### src/rtl/if_stage.sv
// Instruction fetch stage: owns the fetch PC, the IF/ID pipeline register and
// the redirect/flush handshake toward the later pipeline buffers.
module if_stage #(
  parameter logic [31:0] RESET_PC = 32'h0000_0000
) (
  input  logic        clock,
  input  logic        reset,
  input  logic        stall,
  input  logic        redirect,
  input  logic [31:0] redirect_addr,
  output logic [7:0]  imem_addr,
  input  logic [31:0] imem_data,
  output logic [3:0]  opcode_id,
  output logic [5:0]  rd_id,
  output logic [5:0]  rs_id,
  output logic [5:0]  rt_id,
  output logic [31:0] pc_id,
  output logic        valid_id,
  output logic        flush,
  output logic [31:0] pc,
  output logic [15:0] fetch_count,
  output logic [15:0] squash_count
);

  typedef enum logic [1:0] {
    BOOT,
    FETCH,
    REDIRECT
  } state_t;

  state_t state, state_nxt;
  logic   take_redirect;
  logic   capture;

  assign imem_addr = pc[7:0];

  // REDIRECT fetches like FETCH; it differs only in that IF/ID is empty while in it.
  always_comb begin
    // NOTE: every combinational output gets a default first so no path can infer a latch.
    state_nxt     = state;
    take_redirect = 1'b0;
    capture       = 1'b0;
    case (state)
      BOOT: state_nxt = FETCH;
      FETCH, REDIRECT: begin
        if (redirect) begin
          take_redirect = 1'b1;
          state_nxt     = REDIRECT;
        end else if (!stall) begin
          capture   = 1'b1;
          state_nxt = FETCH;
        end
      end
      default: state_nxt = BOOT;
    endcase
  end

  // NOTE: sequential state uses non-blocking assignments so every register sees pre-edge values.
  always_ff @(posedge clock) begin
    if (reset) begin
      state        <= BOOT;
      pc           <= RESET_PC;
      valid_id     <= 1'b0;
      flush        <= 1'b0;
      opcode_id    <= '0;
      rd_id        <= '0;
      rs_id        <= '0;
      rt_id        <= '0;
      pc_id        <= '0;
      fetch_count  <= '0;
      squash_count <= '0;
    end else begin
      state <= state_nxt;
      flush <= take_redirect;
      if (take_redirect) begin
        // Wrong-path word is dropped; IF/ID fields read as zero while empty.
        pc           <= redirect_addr;
        valid_id     <= 1'b0;
        opcode_id    <= '0;
        rd_id        <= '0;
        rs_id        <= '0;
        rt_id        <= '0;
        pc_id        <= '0;
        squash_count <= squash_count + 16'd1;
      end else if (capture) begin
        pc          <= pc + 32'd1;
        valid_id    <= 1'b1;
        opcode_id   <= imem_data[31:28];
        rd_id       <= imem_data[27:22];
        rs_id       <= imem_data[21:16];
        rt_id       <= imem_data[15:10];
        pc_id       <= pc;
        fetch_count <= fetch_count + 16'd1;
      end
    end
  end

endmodule

### config.mk
export PLATFORM = sky130hd
export DESIGN_NAME = if_stage
export DESIGN_NICKNAME = d
export VERILOG_FILES = /design/src/rtl/if_stage.sv
export SDC_FILE = /design/constraint.sdc
export NUM_CORES = 1
export LEC_CHECK = 0
export CORE_MARGIN = 2
export CORE_UTILIZATION = 41
export CTS_BUF_LIST = sky130_fd_sc_hd__clkbuf_8
export CTS_CLUSTER_DIAMETER = 120
export DETAILED_ROUTE_END_ITERATION = 7
export PLACE_DENSITY = 0.78
export SYNTH_ARGS = -nofsm -noshare
export SYNTH_HDL_FRONTEND = slang
export SYNTH_SLANG_ARGS = --single-unit
export TNS_END_PERCENT = 30
### constraint.sdc
create_clock -name clock -period 2.05 [get_ports clock]
set_input_delay 0.205 -clock clock [delete_from_list [all_inputs] [get_ports clock]]
set_output_delay 0.205 -clock clock [all_outputs]
set_load 0.005 [all_outputs]
==> key figures, run 1 <==
Power and ir drop
  • Leak: 2.75 nW
  • VDD IR max: 0.475 mV
  • Switching part of the total power: 26.9%
  • Int Pwr: 4.20 mW
  • Psw: 1.55 mW
  • Clock network fraction of total power: 34.3%
  • Power per cell area: 722 nW/µm²
  • Sequential share of power: 45.4%
  • Total power: 5.75 mW
  • Combinational share of power: 20.2%

Placed design
  • Routability cong.: 0.813
  • # port buffers: 185
  • Dpl cell area: 7560 µm²
  • HPWL Detailed: 10.9 mm
  • Post-Place Cells: 1021

Worst hold path
  • Worst hold path class: in2reg
  • Worst Hold Launch: reset

Clock network
  • TritonCTS clock tree: done
  • H-tree depth: 4
  • Clk Latency, worst-skew pair: 0.43 ns
  • Max clock buf depth: 2
  • Num CTS Buffers: 17
  • Clk sinks: 122
  • Clock slew at reported path FFs: 0.07 ns
  • CTS Root Cell: clkbuf_8

Floorplanning
  • Die width: 117 µm
  • Io pins: 196
  • Row cnt: 41
  • Core box area: 12600 µm²
  • Initial Utilization: 41.8%
  • Die area: 13800 µm²
  • Die Span Y: 117 µm

Timing
  • Final period util: 103%
  • Setup Viol. Count Final: 3
  • Slew Viols, Final: 0
  • Hold Vio Cnt, Final: 0
  • Min cycle time layout: 2.11 ns
  • Final critical-path setup slack: -0.0644 ns
  • Max_slew headroom: 76.0%
  • Max Freq: 473 MHz
  • Worst Tran Pin Value: 0.357 ns
  • Clk_skew: 0.00538 ns
  • RSZ-0062 raised after global routing: true

Synth
  • Syn Inst Count: 663
  • Seq/Total Area, Yosys: 46.3%
  • Post-Syn Area: 5280 µm²
  • Seq cells post-synth: 122
  • Syn_nets: 736
  • Cell variety after synth: 46
  • Post-synth EDFFs: 0
  • Top_reg_cell synth: dfxtp_1
  • Post-synthesis async set-or-reset flop share: 0%
  • Syn_area_per_cell: 7.96 µm²
  • Ys Warns: 0

Worst setup path
  • Crit Path Category: reg2reg
  • Worst setup EP type: flip-flop
  • Critical-path maximum fanout: 9
  • CP Launch Type: flip-flop
  • WP data arrival: 2.47 ns
  • Reg2reg start: state[1]
  • CP Launch Point: state[1]
  • Required time of the worst setup path: 2.41 ns

Finish
  • Post-layout nets: 941
  • Ant diodes: 0
  • Layout cells sized above 1: 11.1%
  • Design area: 7960 µm²
  • Layout area overhead: 50.8%
  • Non-filler cells, final: 1049
  • Fillcell total: 1138

Flow run
  • Max Cap Viol: 0

Outcome
  • Status: finished, violations left
  • Failing checks: setup timing

GRT
  • Vias in the first global route: 4987
  • Grt ovf: 0
  • First-pass GRT wire length: 24.6 mm
  • Antenna violations before repair: 1
  • GR Layer Usage met1: 27.1%
  • Global route hottest layer: met2
  • Largest net degree at the start of global routing: 30
  • GRT Util Overall: 21.8%
  • Met2 Use GR: 35.5%
  • Met3 Resource Use GR: 6.15%

Routing
  • Vias: 5324
  • Final WL: 15.2 mm
  • Post-route ant nets: 0
  • Avg WL per Cell: 14.5 µm
  • Drt drc: 0
  • 1st-iter DRT viols: 308
  • Pre-Repair DR Iteration Count: 4
  • Drt via density: 5.08
[critical path, stage by stage (launching register included)]
cell     delay [ns]
dfxtp_2        0.34
inv_2          0.04
ha_4           0.25
or3b_4         0.41
or3_4          0.40
buf_6          0.16
or3_1          0.30
a31oi_1        0.15
[cells by family (layout without fill, tap and decap cells)]
logic type,after synthesis,in the layout,share of synthesized area (%)
simple gates,310,310,27.6
compound gates,132,132,14.1
flops,122,122,46.3
buf+inv,59,273,4.93
xor+xnor,32,32,5.31
fa+ha+maj,5,5,1.19
mux,3,3,0.616
[final timing paths]
kind | slack [ns] | depth (start not counted) | to
worst max-delay path | -0.06 | 7 | pc[19]
worst min-delay path | 0.22 | 3 | pc[23]
worst max register to register | -0.06 | 7 | pc[19]
worst min register to register | 0.45 | 2 | pc_id[4]
[cell usage in the layout (no fill, tap or decap), types with 11 or more instances in the layout]
cell	Yosys	routed
a31oi_1	12	12
xnor2_1	17	17
clkdlybuf4s50_1	0	184
nor2_1	45	45
nand4_1	11	11
nand2_1	160	160
nor3_1	13	13
and3_1	11	11
buf_4	8	45
a21oi_1	83	82
o21ai_0	11	11
clkbuf_8	0	26
dfxtp_1	122	120
xor2_1	15	15
nand3_1	19	19
[area by class of cell]
class,count,area (µm²),area share [%]
clock inverters,2,8.76,0.110
multi-input cells,482,2640,33.1
repair buffers,234,2260,28.3
flip-flops and latches,122,2440,30.7
inverters,11,41.3,0.519
clock buffers,26,358,4.49
well taps,172,215,2.70
[power groups by stage]
stage	registers (mW)	clock network (mW)	logic, mW
final	2.61	1.97	1.16
after global routing	2.63	2.13	1.27
after CTS	2.61	2.03	1.17
after detailed placement	2.66	0	1.16
after global placement	2.66	0	1.15
after floorplan	2.68	0	0.501
[state kept, by name, indices dropped and copies added (netlist names)]
signal        cells
flush             1
pc               32
pc_id            32
fetch_count      16
state             2
rt_id             6
opcode_id         4
rs_id             6
valid_id          1
rd_id             6
squash_count     16
[synthesized netlist by cell type (10+ instances only)]
master      n  area (µm²)
or3_1      10        62.6
and3_1     11        68.8
xnor2_1    17         149
a31oi_1    12        75.1
dfxtp_1   122        2440
a21oi_1    83         415
inv_1      11        41.3
nor3_1     13        65.1
nand3_1    19        95.1
clkbuf_1   34         128
nand2_1   160         601
o21ai_0    11        55.1
and4_1     10        87.6
nor2_1     45         169
xor2_1     15         131
nand4_1    11        68.8
[metrics by stage]
step / setup slack [ns] / hold slack [ns] / utilization (%) / TNS [ns]
finish: -0.0644 / 0.224 / 63.1 / -0.165
global route: -0.133 / 0.215 / 63.1 / -0.946
CTS: -0.0701 / 0.182 / 63.0 / -0.170
detailed placement: -0.164 / 0.445 / 59.9 / -0.952
global placement: -0.118 / 0.441 / 59.9 / -0.728
floorplan: -0.0380 / 0.289 / - / -0.0468
[layer usage]
layer  wire, µm  up-vias
met2       7120      150
li1           -     2680
met1       6850     2462
met5         13        -
met4        357        2
met3        881       30
[what timing repair did]
action	4_1_cts	5_1_grt
buffers inserted	0	0
endpoints found under the setup margin	7	18
resized for setup	3	3
hold buffers	0	0
pin swaps	2	3
No activity file was read; power rests on OpenSTA's default activity.
==> run 2: changes to the inputs <==
- CORE_UTILIZATION: 41 -> 49
- PLACE_DENSITY: 0.78 -> 0.87
- clock period: 2.05 -> 2.5 ns (I/O delays scaled with it)
==> run 2 against run 1 <==
  * The run now ends clean
  * Highest routed layer is now met4
  * Clock power is 6% higher
  * Via count is 1.5% higher
  * Non-clock buffer count down 35
  * Critical endpoint is now pc[23]
  * Setup slack better by 0.19 ns
  * Clock skew increased by 0.0052 ns
  * Flip-flop and latch count is the same
  * Critical path type unchanged
  * Utilization up 11 points
  * Global-route usage grew 5.0 points
  * Sequential share of layout area increased by 0.96 points
  * Register-to-register slack improved by 0.19 ns
==> key figures, run 2 (synthesis gave the netlist of run 1 again) <==
Clock network
  • Max clock buf depth: 2 (unchanged)
  • TritonCTS clock tree: done (unchanged)
  • Clk Latency, worst-skew pair: 0.42 ns (was 0.43 ns)
  • Clock slew at reported path FFs: 0.08 ns (was 0.07 ns)
  • Post-CTS Hold Buffers: 0 (unchanged)
  • Clk sinks: 122 (unchanged)
  • H-tree depth: 4 (unchanged)
  • Num CTS Buffers: 17 (unchanged)
  • CTS Root Cell: clkbuf_8 (unchanged)

Finish
  • Layout cells sized above 1: 6.50% (was 11.1%)
  • Design area: 7710 µm² (was 7960 µm²)
  • Layout area overhead: 46.1% (was 50.8%)
  • Post-layout nets: 906 (was 941)
  • Post-layout util: 74.4% (was 63.1%)
  • Ant diodes: 0 (unchanged)
  • Commonest non-fill, non-tap cell in the layout: clkdlybuf4s50_1 (unchanged)
  • Non-filler cells, final: 982 (was 1049)
  • Biggest regs: pc x32, pc_id x32 (unchanged)
  • Most frequent cells in the layout: clkdlybuf4s50_1, nand2_1, dfxtp_1, a21oi_1, nor2_1 (was clkdlybuf4s50_1, nand2_1, dfxtp_1, a21oi_1)

GRT
  • Global route hottest layer: met2 (unchanged)
  • GRT Util Overall: 26.8% (was 21.8%)
  • Met3 Resource Use GR: 7.75% (was 6.15%)
  • Grt ovf: 0 (unchanged)
  • First-pass GRT wire length: 25.2 mm (was 24.6 mm)
  • GR Layer Usage met1: 32.2% (was 27.1%)
  • Antenna violations before repair: 0 (was 1)
  • Vias in the first global route: 5326 (was 4987)
  • Met2 Use GR: 45.7% (was 35.5%)
  • Largest net degree at the start of global routing: 57 (was 30)

Timing
  • Max Freq: 422 MHz (was 473 MHz)
  • Worst Tran Pin Value: 0.549 ns (was 0.357 ns)
  • Final period util: 94.8% (was 103%)
  • Clk_skew: 0.0106 ns (was 0.00538 ns)
  • Hold Vio Cnt, Final: 0 (unchanged)
  • Max_slew headroom: 62.9% (was 76.0%)
  • Slew Viols, Final: 0 (unchanged)
  • Min cycle time layout: 2.37 ns (was 2.11 ns)
  • RSZ-0062 raised after global routing: false (was true)
  • Setup Viol. Count Final: 0 (was 3)
  • Final critical-path setup slack: 0.129 ns (was -0.0644 ns)
  • Total negative slack: 0 ns (was -0.165 ns)
  • WHS: 0.331 ns (was 0.224 ns)

Placed design
  • # port buffers: 185 (unchanged)
  • Routability cong.: 0.819 (was 0.813)
  • Post-Place Cells: 950 (was 1021)
  • Dpl cell area: 7230 µm² (was 7560 µm²)
  • Placement Setup Slack: 0.0991 ns (was -0.164 ns)
  • HPWL Detailed: 11.0 mm (was 10.9 mm)

Flow run
  • Max Cap Viol: 0 (unchanged)

Routing
  • Drt via density: 5.50 (was 5.08)
  • Post-route ant nets: 0 (unchanged)
  • Drt drc: 0 (unchanged)
  • Final WL: 15.7 mm (was 15.2 mm)
  • Pre-Repair DR Iteration Count: 5 (was 4)
  • Avg WL per Cell: 15.9 µm (was 14.5 µm)
  • Vias: 5402 (was 5324)
  • 1st-iter DRT viols: 325 (was 308)

Outcome
  • Status: finished, final reports clean (was finished, violations left)

Floorplanning
  • Die width: 108 µm (was 117 µm)
  • Initial Utilization: 50.9% (was 41.8%)
  • Die area: 11600 µm² (was 13800 µm²)
  • Die Span Y: 108 µm (was 117 µm)
  • Core box area: 10400 µm² (was 12600 µm²)
  • Row cnt: 37 (was 41)
  • Io pins: 196 (unchanged)

Worst setup path
  • Required time of the worst setup path: 2.84 ns (was 2.41 ns)
  • WP data arrival: 2.71 ns (was 2.47 ns)
  • CP Launch Type: flip-flop (unchanged)
  • Crit Path Category: reg2reg (unchanged)
  • Critical-path maximum fanout: 13 (was 9)
  • Worst setup EP type: flip-flop (unchanged)

Power and ir drop
  • Leak: 2.60 nW (was 2.75 nW)
  • Total power: 5.11 mW (was 5.75 mW)
  • VDD IR max: 0.532 mV (was 0.475 mV)
  • Power per cell area: 663 nW/µm² (was 722 nW/µm²)

Worst hold path
  • Worst hold path class: in2reg (unchanged)
## run 2: changes by cell type in the layout (fill, tap and decap cells not counted), sizes merged
cell / previous run / this run
buf: 50 / 15
clkbuf: 26 / 19
clkinv: 1 / 3
clkinvlp: 0 / 2
inv: 12 / 14
bufinv: 0 / 5
## run 2: worst paths after layout
kind | start | end | slack [ns] | depth (start not counted)
setup / recovery | state[0] | pc[23] | 0.13 | 7
hold / removal | reset | pc[16] | 0.33 | 2
setup reg to reg | state[0] | pc[23] | 0.13 | 7
hold reg to reg | rt_id[5] | rt_id[5] | 0.46 | 2
## run 2: layout make-up
class	count	area, µm²
Fill cell	790	2660
Tap cell	136	170
Multi-Input combinational cell	482	2590
Timing Repair Buffer	199	1990
Sequential cell	122	2440
Clock buffer	19	262
Inverter	11	41.3
Clock inverter	13	214
## run 2: worst max-delay path, cell delays in order, from the launching register on
cell,delay [ns]
dfxtp_1,0.36
inv_1,0.06
ha_1,0.29
or3b_4,0.41
or3_4,0.51
nor3_4,0.18
mux2_1,0.35
a21oi_1,0.14
## run 2: layer usage
metal	up-vias	share of wire [%]
li1	2611	-
met1	2513	39
met2	252	50
met3	26	8.8
met4	0	1.9
met5	-	0
## run 2: power by group
group	switching (mW)	internal (mW)
combinational	0.412	0.439
sequential	0.131	2.04
clock	0.835	1.25
total	1.38	3.73
## run 2: timing repair
item,4_1_cts,5_1_grt
buffers inserted,0,0
resized for setup,0,2
endpoints found under the setup margin,0,4
==> run 3: changes to the inputs <==
- CORE_MARGIN: 2 -> 5
- SLEW_MARGIN: unset -> 10
==> run 3 against run 2 <==
  * Setup slack improved by 0.028 ns
  * Sequential power about the same
  * Die area increased by 11%
  * Clock power decreased by 14%
  * Largest power group unchanged
  * Largest cell class unchanged
  * Utilization decreased by 0.52 points
  * Critical path type unchanged
  * Flip-flop and latch count unchanged
==> key figures, run 3 (synthesis gave the netlist of run 1 again) <==
Worst setup path
  • WP data arrival: 2.71 ns (about the same)
  • Worst setup EP type: flip-flop (unchanged)
  • Required time of the worst setup path: 2.87 ns (was 2.84 ns)
  • Critical-path maximum fanout: 13 (unchanged)
  • Reg2reg start: state[1] (was state[0])
  • CP Launch Type: flip-flop (unchanged)
  • CP Launch Point: state[1] (was state[0])
  • Crit Path Category: reg2reg (unchanged)

GRT
  • Grt ovf: 0 (unchanged)
  • First-pass GRT wire length: 26.4 mm (was 25.2 mm)
  • Largest net degree at the start of global routing: 69 (was 57)
  • GRT Util Overall: 24.8% (was 26.8%)
  • Antenna violations before repair: 0 (unchanged)
  • Vias in the first global route: 5392 (was 5326)

Flow run
  • Max Cap Viol: 0 (unchanged)

Power and ir drop
  • Clock network fraction of total power: 37.1% (was 40.8%)
  • Psw: 1.29 mW (was 1.38 mW)
  • Sequential share of power: 44.8% (was 42.5%)
  • VDD IR max: 0.350 mV (was 0.532 mV)
  • Power per cell area: 628 nW/µm² (was 663 nW/µm²)
  • Switching part of the total power: 26.8% (was 27.0%)
  • Combinational share of power: 18.1% (was 16.6%)
  • Int Pwr: 3.54 mW (was 3.73 mW)
  • Leak: 2.62 nW (was 2.60 nW)

Routing
  • Avg WL per Cell: 16.4 µm (was 15.9 µm)
  • Final WL: 16.1 mm (was 15.7 mm)
  • Pre-Repair DR Iteration Count: 5 (unchanged)
  • 1st-iter DRT viols: 376 (was 325)
  • Vias: 5444 (was 5402)
  • Post-route ant nets: 0 (unchanged)
  • Drt drc: 0 (unchanged)
  • Drt via density: 5.52 (was 5.50)

Floorplanning
  • Core box area: 10400 µm² (about the same)
  • Initial Utilization: 50.7% (was 50.9%)
  • Die Span Y: 114 µm (was 108 µm)
  • Die width: 114 µm (was 108 µm)
  • Row cnt: 37 (unchanged)
  • Io pins: 196 (unchanged)
  • Die area: 12900 µm² (was 11600 µm²)

Placed design
  • Placement Setup Slack: 0.0993 ns (was 0.0991 ns)
  • Routability cong.: 0.811 (was 0.819)
  • # port buffers: 185 (unchanged)
  • HPWL Detailed: 11.4 mm (was 11.0 mm)

Finish
  • Biggest regs: pc x32, pc_id x32 (unchanged)
  • Layout area overhead: 45.7% (was 46.1%)
  • Fillcell total: 780 (was 790)
  • Post-layout nets: 911 (was 906)
  • Commonest non-fill, non-tap cell in the layout: clkdlybuf4s50_1 (unchanged)
  • Layout cells sized above 1: 6.71% (was 6.50%)
  • Most frequent cells in the layout: clkdlybuf4s50_1, nand2_1, dfxtp_1, a21oi_1, nor2_1 (unchanged)
  • Ant diodes: 0 (unchanged)

Timing
  • Final period util: 93.7% (was 94.8%)
  • Setup Viol. Count Final: 0 (unchanged)
  • Total negative slack: 0 ns (unchanged)
  • Slew Viols, Final: 0 (unchanged)
  • Max Freq: 427 MHz (was 422 MHz)
  • Worst Tran Pin Value: 0.539 ns (was 0.549 ns)
  • Clk_skew: 0.0121 ns (was 0.0106 ns)
  • Min cycle time layout: 2.34 ns (was 2.37 ns)
  • Final critical-path setup slack: 0.157 ns (was 0.129 ns)
  • Max_slew headroom: 64.0% (was 62.9%)
  • Hold Vio Cnt, Final: 0 (unchanged)
  • RSZ-0062 raised after global routing: false (unchanged)

Outcome
  • Status: finished, final reports clean (unchanged)

Clock network
  • Clock slew at reported path FFs: 0.07 ns (was 0.08 ns)
  • CTS Root Cell: clkbuf_8 (unchanged)
  • Max clock buf depth: 2 (unchanged)
  • H-tree depth: 4 (unchanged)
  • Clk Latency, worst-skew pair: 0.44 ns (was 0.42 ns)
  • Num CTS Buffers: 17 (unchanged)
  • TritonCTS clock tree: done (unchanged)
  • Clk sinks: 122 (unchanged)
  • Post-CTS Hold Buffers: 0 (unchanged)

Worst hold path
  • Worst Hold Launch: reset (unchanged)
  • Worst hold path class: in2reg (unchanged)
## run 3: cell types whose count changed in the layout (fill, tap and decap cells not counted)
cell,delta
buf_4,+4
clkinv_2,+3
inv_1,+3
inv_6,-3
bufinv_16,-2
clkinv_4,-2
buf_12,+1
clkbuf_8,+1
clkinvlp_4,-1
dfxtp_1,-1
dfxtp_2,+1
## run 3: power groups by stage
stage	Combinational [mW]	Sequential, mW	Clock (mW)
4_1_cts	0.878	2.16	1.82
6_report	0.876	2.16	1.79
3_5_place_dp	0.871	2.20	0
5_1_grt	0.960	2.18	1.92
3_3_place_gp	0.846	2.19	0
2_1_floorplan	0.399	2.19	0
## run 3: path summary, 6_finish.rpt
check             endpoint  slack, ns  depth (start not counted)
hold reg to reg   rs_id[5]       0.45                          2
setup / recovery    pc[23]       0.16                          7
setup reg to reg    pc[23]       0.16                          7
hold / removal       pc[0]       0.26                          2
## run 3: critical path, stage by stage (launching register included)
cell and delay [ns]:
dfxtp_1 0.37, inv_1 0.06, ha_1 0.29, or3b_4 0.43, or3_4 0.45, nor3_4 0.18
mux2_1 0.35, a21oi_1 0.15
## run 3: cell type report
class	instances	area (µm²)	area share (%)
inverter	11	41.3	0.537
clock buffer	20	275	3.58
sequential	122	2440	31.8
clock inverter	11	129	1.68
multi-input combinational	482	2590	33.7
timing repair buffer	204	2040	26.6
tap	136	170	2.21
## run 3: per-layer routing
layer  wire length, µm  track usage [%]  up-vias
li1                  -                -     2620
met1              6470             29.4     2557
met2              7970             42.5      233
met3              1360             7.64       34
met4               346             8.95        0
met5                 0                0        -
## run 3: timing repair
item                       in CTS  in global routing
setup endpoints to repair       0                  3
gates resized for setup         0                  3
buffers inserted                0                  0
hold endpoints to repair        0                  0
## run 3: metrics by stage
stage	utilization, %	total power, mW	cells	area (µm²)	hold slack [ns]
finish	73.8	4.83	986	7690	0.264
global route	73.8	5.05	986	7690	0.272
CTS	73.7	4.86	986	7680	0.237
detailed placement	69.9	3.07	955	7280	0.446
global placement	69.9	3.04	955	7280	0.441
floorplan	-	2.59	663	5280	0.334
